`src/rtl/data_mem_ls.sv`:
```
// data_mem_ls: byte-addressable data memory with byte/half/word loads and
// stores, sign/zero extension, misalignment detection and a hardware zero
// sweep after reset or on request.
//
// Pipeline: edge N accepts a request. A store writes the array at edge N. A
// load or a misaligned/illegal access is captured at edge N. The array is read
// into a register at edge N+1, and Valid rises at that same edge. Dout is
// extracted from the registered read word and the captured lane/size fields.
// It changes only when a load or a misaligned access completes.
module data_mem_ls #(
  parameter int DEPTH_LOG2 = 5
) (
  input  logic        clk,
  input  logic        rst_n,
  input  logic        req,
  input  logic        we,
  input  logic [31:0] addr,
  input  logic [31:0] din,
  input  logic [1:0]  size,
  input  logic        unsigned_load,
  input  logic        clr,
  output logic        ready,
  output logic        valid,
  output logic [31:0] dout,
  output logic        misalign
);

  localparam int DEPTH = 1 << DEPTH_LOG2;

  typedef enum logic {S_CLEAR, S_IDLE} state_t;

  state_t                state, state_next;
  logic [DEPTH_LOG2-1:0] cnt, cnt_next;

  logic [DEPTH_LOG2-1:0] idx;
  logic [1:0]            lane;
  logic                  bad, accept, store_en, clearing;
  logic [3:0]            lane_en;
  logic [31:0]           wdata;

  // Request fields captured at the accept edge
  logic                  p_valid, p_we, p_bad, p_uns;
  logic [DEPTH_LOG2-1:0] p_idx;
  logic [1:0]            p_lane, p_size;

  // Fields that shape Dout for the most recent load or misaligned access
  logic                  rd_en;
  logic [31:0]           rd_word;
  logic [1:0]            s_lane, s_size;
  logic                  s_uns, s_zero;

  logic                  unused_bits;
  assign unused_bits = &{1'b0, addr[31:DEPTH_LOG2+2]};

  assign idx      = addr[DEPTH_LOG2+1:2];
  assign lane     = addr[1:0];
  assign ready    = (state == S_IDLE);
  assign clearing = (state == S_CLEAR);
  assign accept   = req & ready & ~clr;
  assign bad      = (size == 2'b11) | ((size == 2'b01) & addr[0]) |
                    ((size == 2'b10) & (addr[1:0] != 2'b00));
  assign store_en = accept & we & ~bad;
  assign rd_en    = p_valid & (~p_we | p_bad);

  // State register and sweep counter
  always_ff @(posedge clk or negedge rst_n) begin
    if (!rst_n) begin
      state <= S_CLEAR;
      cnt   <= '0;
    end else begin
      state <= state_next;
      cnt   <= cnt_next;
    end
  end

  // Next state: the sweep ends on the edge that zeroes the last index; Clr restarts it
  always_comb begin
    state_next = state;
    cnt_next   = cnt;
    case (state)
      S_CLEAR: begin
        if (clr) begin
          cnt_next = '0;
        end else if (cnt == {DEPTH_LOG2{1'b1}}) begin
          cnt_next   = '0;
          state_next = S_IDLE;
        end else begin
          cnt_next = cnt + DEPTH_LOG2'(1);
        end
      end
      default: begin
        if (clr) begin
          cnt_next   = '0;
          state_next = S_CLEAR;
        end
      end
    endcase
  end

  // Per-lane write enables and right-aligned store data replicated onto lanes
  always_comb begin
    lane_en = 4'b0000;
    wdata   = din;
    case (size)
      2'b00: begin
        lane_en[lane] = 1'b1;
        wdata         = {4{din[7:0]}};
      end
      2'b01: begin
        lane_en = addr[1] ? 4'b1100 : 4'b0011;
        wdata   = {2{din[15:0]}};
      end
      default: lane_en = 4'b1111;
    endcase
  end

  // One byte-wide array per lane, each with its own write enable and registered read
  generate
    for (genvar gi = 0; gi < 4; gi++) begin : g_lane
      logic [7:0] mem [DEPTH];
      logic [7:0] rd_q;

      // Sweep write, lane store, and registered read (old data on same-edge write)
      always_ff @(posedge clk) begin
        if (clearing) begin
          mem[cnt] <= 8'h00;
        end else if (store_en && lane_en[gi]) begin
          mem[idx] <= wdata[8*gi +: 8];
        end
        if (rd_en) begin
          rd_q <= mem[p_idx];
        end
      end

      assign rd_word[8*gi +: 8] = rd_q;
    end
  endgenerate

  // Capture accepted requests; Clr or a not-ready cycle yields no capture
  always_ff @(posedge clk or negedge rst_n) begin
    if (!rst_n) begin
      p_valid <= 1'b0;
      p_we    <= 1'b0;
      p_bad   <= 1'b0;
      p_uns   <= 1'b0;
      p_idx   <= '0;
      p_lane  <= 2'b00;
      p_size  <= 2'b00;
    end else begin
      p_valid <= accept;
      if (accept) begin
        p_we   <= we;
        p_bad  <= bad;
        p_uns  <= unsigned_load;
        p_idx  <= idx;
        p_lane <= lane;
        p_size <= size;
      end
    end
  end

  // Acknowledge pulse and the fields that shape Dout
  always_ff @(posedge clk or negedge rst_n) begin
    if (!rst_n) begin
      valid    <= 1'b0;
      misalign <= 1'b0;
      s_lane   <= 2'b00;
      s_size   <= 2'b10;
      s_uns    <= 1'b0;
      s_zero   <= 1'b1;
    end else begin
      valid    <= p_valid;
      misalign <= p_valid & p_bad;
      if (rd_en) begin
        s_lane <= p_lane;
        s_size <= p_size;
        s_uns  <= p_uns;
        s_zero <= p_bad;
      end
    end
  end

  // Load extraction and extension; misaligned accesses and reset force zero
  logic [31:0] shifted;
  logic [15:0] half;
  assign shifted = rd_word >> {s_lane, 3'b000};
  assign half    = s_lane[1] ? rd_word[31:16] : rd_word[15:0];

  always_comb begin
    dout = rd_word;
    case (s_size)
      2'b00:   dout = {{24{shifted[7] & ~s_uns}}, shifted[7:0]};
      2'b01:   dout = {{16{half[15] & ~s_uns}}, half};
      default: dout = rd_word;
    endcase
    if (s_zero) begin
      dout = 32'h0;
    end
  end

endmodule

```
`config.mk`:
```
export PLATFORM = sky130hd
export DESIGN_NAME = data_mem_ls
export DESIGN_NICKNAME = d
export VERILOG_FILES = /design/src/rtl/data_mem_ls.sv
export SDC_FILE = /design/constraint.sdc
export NUM_CORES = 1
export LEC_CHECK = 0
export ABC_AREA = 1
export CAP_MARGIN = 20
export CELL_PAD_IN_SITES_DETAIL_PLACEMENT = 2
export CELL_PAD_IN_SITES_GLOBAL_PLACEMENT = 2
export CORE_ASPECT_RATIO = 0.9
export CORE_UTILIZATION = 42
export DETAILED_ROUTE_END_ITERATION = 10
export PLACE_DENSITY = 0.87
export SLEW_MARGIN = 20
export SYNTH_ARGS = -nofsm -noshare
export SYNTH_HDL_FRONTEND = slang
export SYNTH_SLANG_ARGS = --single-unit
```
`constraint.sdc`:
```
create_clock -name clk -period 4 [get_ports clk]
set_input_delay 0.4 -clock clk [delete_from_list [all_inputs] [get_ports clk]]
set_output_delay 0.4 -clock clk [all_outputs]
set_load 0.02 [all_outputs]
```
Yosys cells after proc, flatten, opt, wreduce, memory -nomap -nowiden
Memories as Yosys holds them, arrays and structs flattened. A register that Yosys moved wholly into a read port is not among the register bits.
Index checks and enable logic that the tools add are counted.
{ "totals": {"reg_bits": 27, "ramBits": 1024, "memories": 4, "inputBits": 72} }
{ "classes": {"reduce_logical": 12, "n_eq_ne": 6, "shift": 1, "bitwise": 17, "magnitude_cmp": 2, "n_mux": 41, "n_addsub": 1} }
{ "memory_table": {"columns": ["memory", "words", "width", "read_ports", "rd_ports_with_merged_regs", "wr", "line_no", "source"], "rows": [
  ["g_lane[0].mem", 32, 8, 1, 1, 1, "120", "logic [7:0] mem [DEPTH];"],
  ["g_lane[1].mem", 32, 8, 1, 1, 1, "120", null],
  ["g_lane[2].mem", 32, 8, 1, 1, 1, "120", null],
  ["g_lane[3].mem", 32, 8, 1, 1, 1, "120", null]
]} }
{ "op_table": {"columns": ["cell", "n"], "rows": [
  ["case mux 32 bit (2 select lines)", 2],
  ["2-to-1 mux 5 bit", 8],
  ["2-to-1 mux 32 bit", 1],
  ["2-to-1 mux 8 bit", 4],
  ["OR reduction 8 bit", 4],
  ["right shift 32 x 5 -> 8 bit", 1],
  ["2-to-1 mux 1 bit", 22],
  ["2-to-1 mux 16 bit", 1],
  ["bitwise AND 1 bit", 10],
  ["case mux 4 bit (2 select lines)", 1],
  ["adder 5 x 1 -> 5 bit, second input constant", 1],
  ["equality test 5 bit, second input constant", 1],
  ["logical AND 1 bit", 5],
  ["equality test 2 x 1 -> 1 bit, second input constant", 2],
  ["equality test 2 bit, second input constant", 2],
  ["logical NOT 2 bit", 2],
  ["2-to-1 mux 4 bit", 1],
  ["inverter 1 bit", 4],
  ["< comparator 2 x 3 -> 1 bit, second input constant", 1],
  ["bitwise OR 1 bit", 3],
  ["demux 1 bit (select 2 bit)", 1],
  ["greater-or-equal comparator 2 x 1 -> 1 bit, second input constant", 1],
  ["inequality test 2 bit, second input constant", 1],
  ["nonzero test 2 bit", 1]
]} }

Logic depth before layout (Yosys ltp)
{ "logic_depth": {"ltp_word": 12, "depth_mapped": 12, "depth_no_buf": 9} }

Least setup slack after synthesis
OpenSTA, ideal clock, no wires.
{ "synth_path": {"path_type": "reg2reg", "from": "register state (netlist: ready)", "to": "memory g_lane[3].mem[0][0] (data pin)", "stages_incl_launch_ff": 7, "t_arrival_ns": 2.999, "synth_period_minus_slack_ns": 3.539, "slack_ns": 0.461, "cell_sequence": "dfrtp_1 > buf_6 > nand3_4 > nor2_8 > nand3_4 > buf_4 > nor4_1"} }
{ "synth_between": {"elab_chain_len": 10} }
{ "synth_lines": {"columns": ["element", "line_no", "source"], "rows": [
  ["start, declared", "32", "state_t state, state_next;"],
  ["start signal, assigned", "71", "state <= state_next;"],
  ["bitwise AND 1 bit (2 in a row)", "59", "assign accept = req & ready & ~clr;"],
  ["bitwise AND 1 bit (2 in a row)", "62", "assign store_en = accept & we & ~bad;"],
  ["logical AND 1 bit", "127", "end else if (store_en && lane_en[gi]) begin"],
  ["2-to-1 mux 1 bit", "127", null],
  ["2-to-1 mux 1 bit *", "125", "if (clearing) begin"],
  ["2-to-1 mux 1 bit (implied by the code) *", "128", "mem[idx] <= wdata[8*gi +: 8];"],
  ["OR reduction 8 bit (no source line) *", null, null],
  ["2-to-1 mux 8 bit (no source line) *", null, null],
  ["end, declared", "120", null]
]} }
Mark *: on every way between the ends. The rest lies on a longest branch, timed or not.

Worst setup path in the final report
{ "layout_path": {"from": "register s_size[1]", "to": "output port dout[25]"} }
{ "layout_between": {"elab_chain_len": 3} }
{ "layout_lines": {"columns": ["element", "line_no", "source"], "rows": [
  ["start, declared", "49", "logic [1:0] s_lane, s_size;"],
  ["start signal, assigned", "176", "s_size <= p_size;"],
  ["equality test 2 x 1 -> 1 bit / logical NOT 2 bit (equally long branches)", "191", "case (s_size)"],
  ["case mux 32 bit (2 select lines) *", "191", null],
  ["2-to-1 mux 32 bit *", "196", "if (s_zero) begin"],
  ["end, declared", "24", "output logic [31:0] dout,"]
]} }
Marked as above.

==> summary.txt <==
die span in x = 351 um
final setup fails = 0
register area share after synthesis = 0.704
DP Area = 0.0494 mm^2
clk sinks = 1083
layout cells sized above 1 = 0.114
Via Count = 36.6k
GRT overflow = 0
First-pass DRT Iterations = 6
Slew @ Worst Pin = 1.27 ns
final hold vios = 0
crit path max fanout = 30
Synth Cell Area = 0.0460 mm^2
worst relative slew slack = 0.156
DR WL/cell = 33.2 um
combinational group share of total power = 0.075
HP Class = input port to register
largest net degree at the start of global routing = 208
Ports = 107
syn nets = 4259
initial antenna violation count = 12
Yosys reg bits = 1083
CTS H-Tree Depth = 3
Switch Pwr = 6.36 mW
worst vdd ir = 446 uV
Final #Nets = 4428
# DRC = 0
status = complete, no violations
die height = 316 um
Total Die Area = 0.111 mm^2
Sw Share = 0.252
RSZ-0062 raised after global routing = true
Netlist cell types = 36
Crit Path Class = register to primary output
Arr. time, crit path = 3.52 ns
port bufs = 81
initial DRC count = 4703
Slew Limit Fails = 0
Num CTS Buffers = 114
min Tclk post-route = 3.92 ns
Max Freq = 255 MHz
leakage power = 21.0 nW
Non-Filler Instances = 5895
Pwr Density = 475 mW/mm^2
Skew-Pair Late Insertion Delay = 0.73 ns
CTS tree = yes
Yosys warnings = 0
Post-Syn Instances = 4185
DRT Wirelength = 196 mm
sequential share of power = 0.496
Layout area overhead = 15.5%
Data required, critical path = 3.60 ns
first-pass GRT wire length = 285 mm
# rows = 114
Core Area = 0.108 mm^2
Final ANT Viol Nets = 0
final worst clock skew = 0.0409 ns
number of global-route vias before repair = 39.8k
Final Cycle Share = 0.981
hpwl dp = 115 mm
CTS max path bufs = 3
cell internal pwr = 18.9 mW
dpl cells = 5685
CTS clk-pin slew, worst paths = 0.07 ns
drt via density = 6.20
final instance area = 0.0531 mm^2
maxcap violations = 0
CP endpoint kind = primary output
commonest non-fill, non-tap cell in the layout = nand2_1
highest-count cells in the layout ignoring fill and taps = nand2_1, edfxtp_1, nand3_1, nor2_1, buf_4
root buffer cell = clkbuf_16
crit path launch type = register
Initial Util = 0.426
clock share of power = 0.429
Tot GR Track Use = 0.355
synthesized area per cell = 11.0 um^2
routability cong. = 0.848
[registers in the layout, indices dropped and copies added (netlist names), 2 cells and up]
name and flops:
s_size 2, p_lane 2, p_idx 5, g_lane.rd_q 32, cnt 5, p_size 2, g_lane.mem 1024, s_lane 2
[cells by family (layout without fill, tap and decap cells)]
group,count (synthesis),in the layout,share of synthesized area
xor+xnor,2,2,0.000381
simple gates,2716,2716,0.255
flops,1083,1083,0.704
other cells,0,2,0
compound gates,75,75,0.00958
fa+ha+maj,2,2,0.000544
buf+inv,307,565,0.0300
[per-layer routing]
layer,up-vias,global-route usage,wire [um]
li1,14800,-,-
met1,19100,0.438,73400
met2,2037,0.602,96600
met3,617,0.0669,15400
met4,12,0.167,10400
met5,-,0,92
[power groups by stage]
stage	sequential, mW	clock [mW]	combinational [mW]
6_report	12.5	10.8	1.89
5_1_grt	12.5	11.2	1.96
4_1_cts	12.5	10.9	1.84
3_5_place_dp	12.7	0	1.75
3_3_place_gp	12.7	0	1.61
2_1_floorplan	12.7	0	0.969
[Yosys cell counts]
| master | instances | share of area |
|---|---|---|
| xor2_1 | 1 | 0.00019 |
| nor4_1 | 7 | 0.00095 |
| a21oi_4 | 1 | 0.00035 |
| nor2_8 | 1 | 0.00044 |
| o21ai_1 | 1 | 0.00011 |
| o22ai_1 | 2 | 0.00027 |
| nand2_2 | 10 | 0.0014 |
| o21bai_1 | 1 | 0.00016 |
| buf_6 | 6 | 0.0015 |
| inv_2 | 4 | 0.00033 |
| a31oi_1 | 1 | 0.00014 |
| edfxtp_1 | 1056 | 0.69 |
| nand3_4 | 5 | 0.0019 |
| o21ai_0 | 28 | 0.0030 |
| buf_2 | 118 | 0.013 |
| buf_4 | 9 | 0.0015 |
| clkbuf_1 | 87 | 0.0071 |
| buf_1 | 31 | 0.0025 |
| nand4_1 | 40 | 0.0054 |
| nor2_1 | 224 | 0.018 |
| inv_1 | 51 | 0.0042 |
| nand3_2 | 49 | 0.011 |
| nand2_1 | 1596 | 0.13 |
| or2_2 | 7 | 0.00095 |
| clkinv_1 | 1 | 0.000082 |
| nand2_4 | 1 | 0.00024 |
| dfstp_2 | 2 | 0.0011 |
| dfrtp_1 | 25 | 0.014 |
| nand3_1 | 769 | 0.084 |
| a21oi_1 | 26 | 0.0028 |
| nor3_1 | 7 | 0.00076 |
| o221ai_1 | 7 | 0.0013 |
| xnor2_1 | 1 | 0.00019 |
| a221oi_1 | 1 | 0.00019 |
| a21boi_0 | 7 | 0.0011 |
| ha_1 | 2 | 0.00054 |
[final timing paths]
kind | start | to | slack, ns | cells after the start
max | s_size[1] | dout[25] | 0.08 | 10
min | clr | ready | 0.37 | 2
max reg2reg | ready | g_lane[1].mem[0][3] | 0.33 | 8
min reg2reg | p_valid | valid | 0.42 | 0
max in group asynchronous | rst_n | p_idx[1] | 3.03 | 2
min in group asynchronous | rst_n | p_idx[2] | 0.42 | 2
[layout make-up]
type | count | area [um^2]
Clock buffer | 140 | 2990
Fill cell | 10700 | 54900
Clock inverter | 65 | 608
Sequential cell | 1083 | 32400
Tap cell | 1450 | 1810
Antenna cell | 2 | 5.00
Multi-Input combinational cell | 2795 | 12400
Timing Repair Buffer | 304 | 2680
Inverter | 56 | 233
[stage by stage]
| step | util | hold WS, ns | setup slack, ns | setup TNS [ns] | power, mW |
|---|---|---|---|---|---|
| 4_1_cts | 0.492 | 0.328 | 0.0244 | 0 | 25.2 |
| 3_3_place_gp | 0.458 | 0.387 | 0.485 | 0 | 14.3 |
| 6_report | 0.492 | 0.368 | 0.0755 | 0 | 25.2 |
| 5_1_grt | 0.492 | 0.376 | -0.00709 | -0.00709 | 25.6 |
| 2_1_floorplan | - | 0.104 | 0.461 | 0 | 13.7 |
| 3_5_place_dp | 0.458 | 0.411 | 0.181 | 0 | 14.5 |
[worst max-delay path: stages (launching register included)]
cell and delay (ns):
dfstp_2 0.75, inv_6 0.18, nand3_2 0.27, inv_1 0.09
nand2_1 0.08, nand2_1 0.11, a21oi_4 0.21, nand2_1 0.15
nand2_4 0.21, nor2_1 0.11, clkdlybuf4s50_1 0.61
[repair_timing]
action                                 CTS  global route
buffers inserted                         2             0
resized for setup                        4             5
setup endpoints to repair               25            11
hold buffers                             1             0
pin swaps                                1             0
endpoints found under the hold margin   25             0
(Power assumes the default switching activity.)
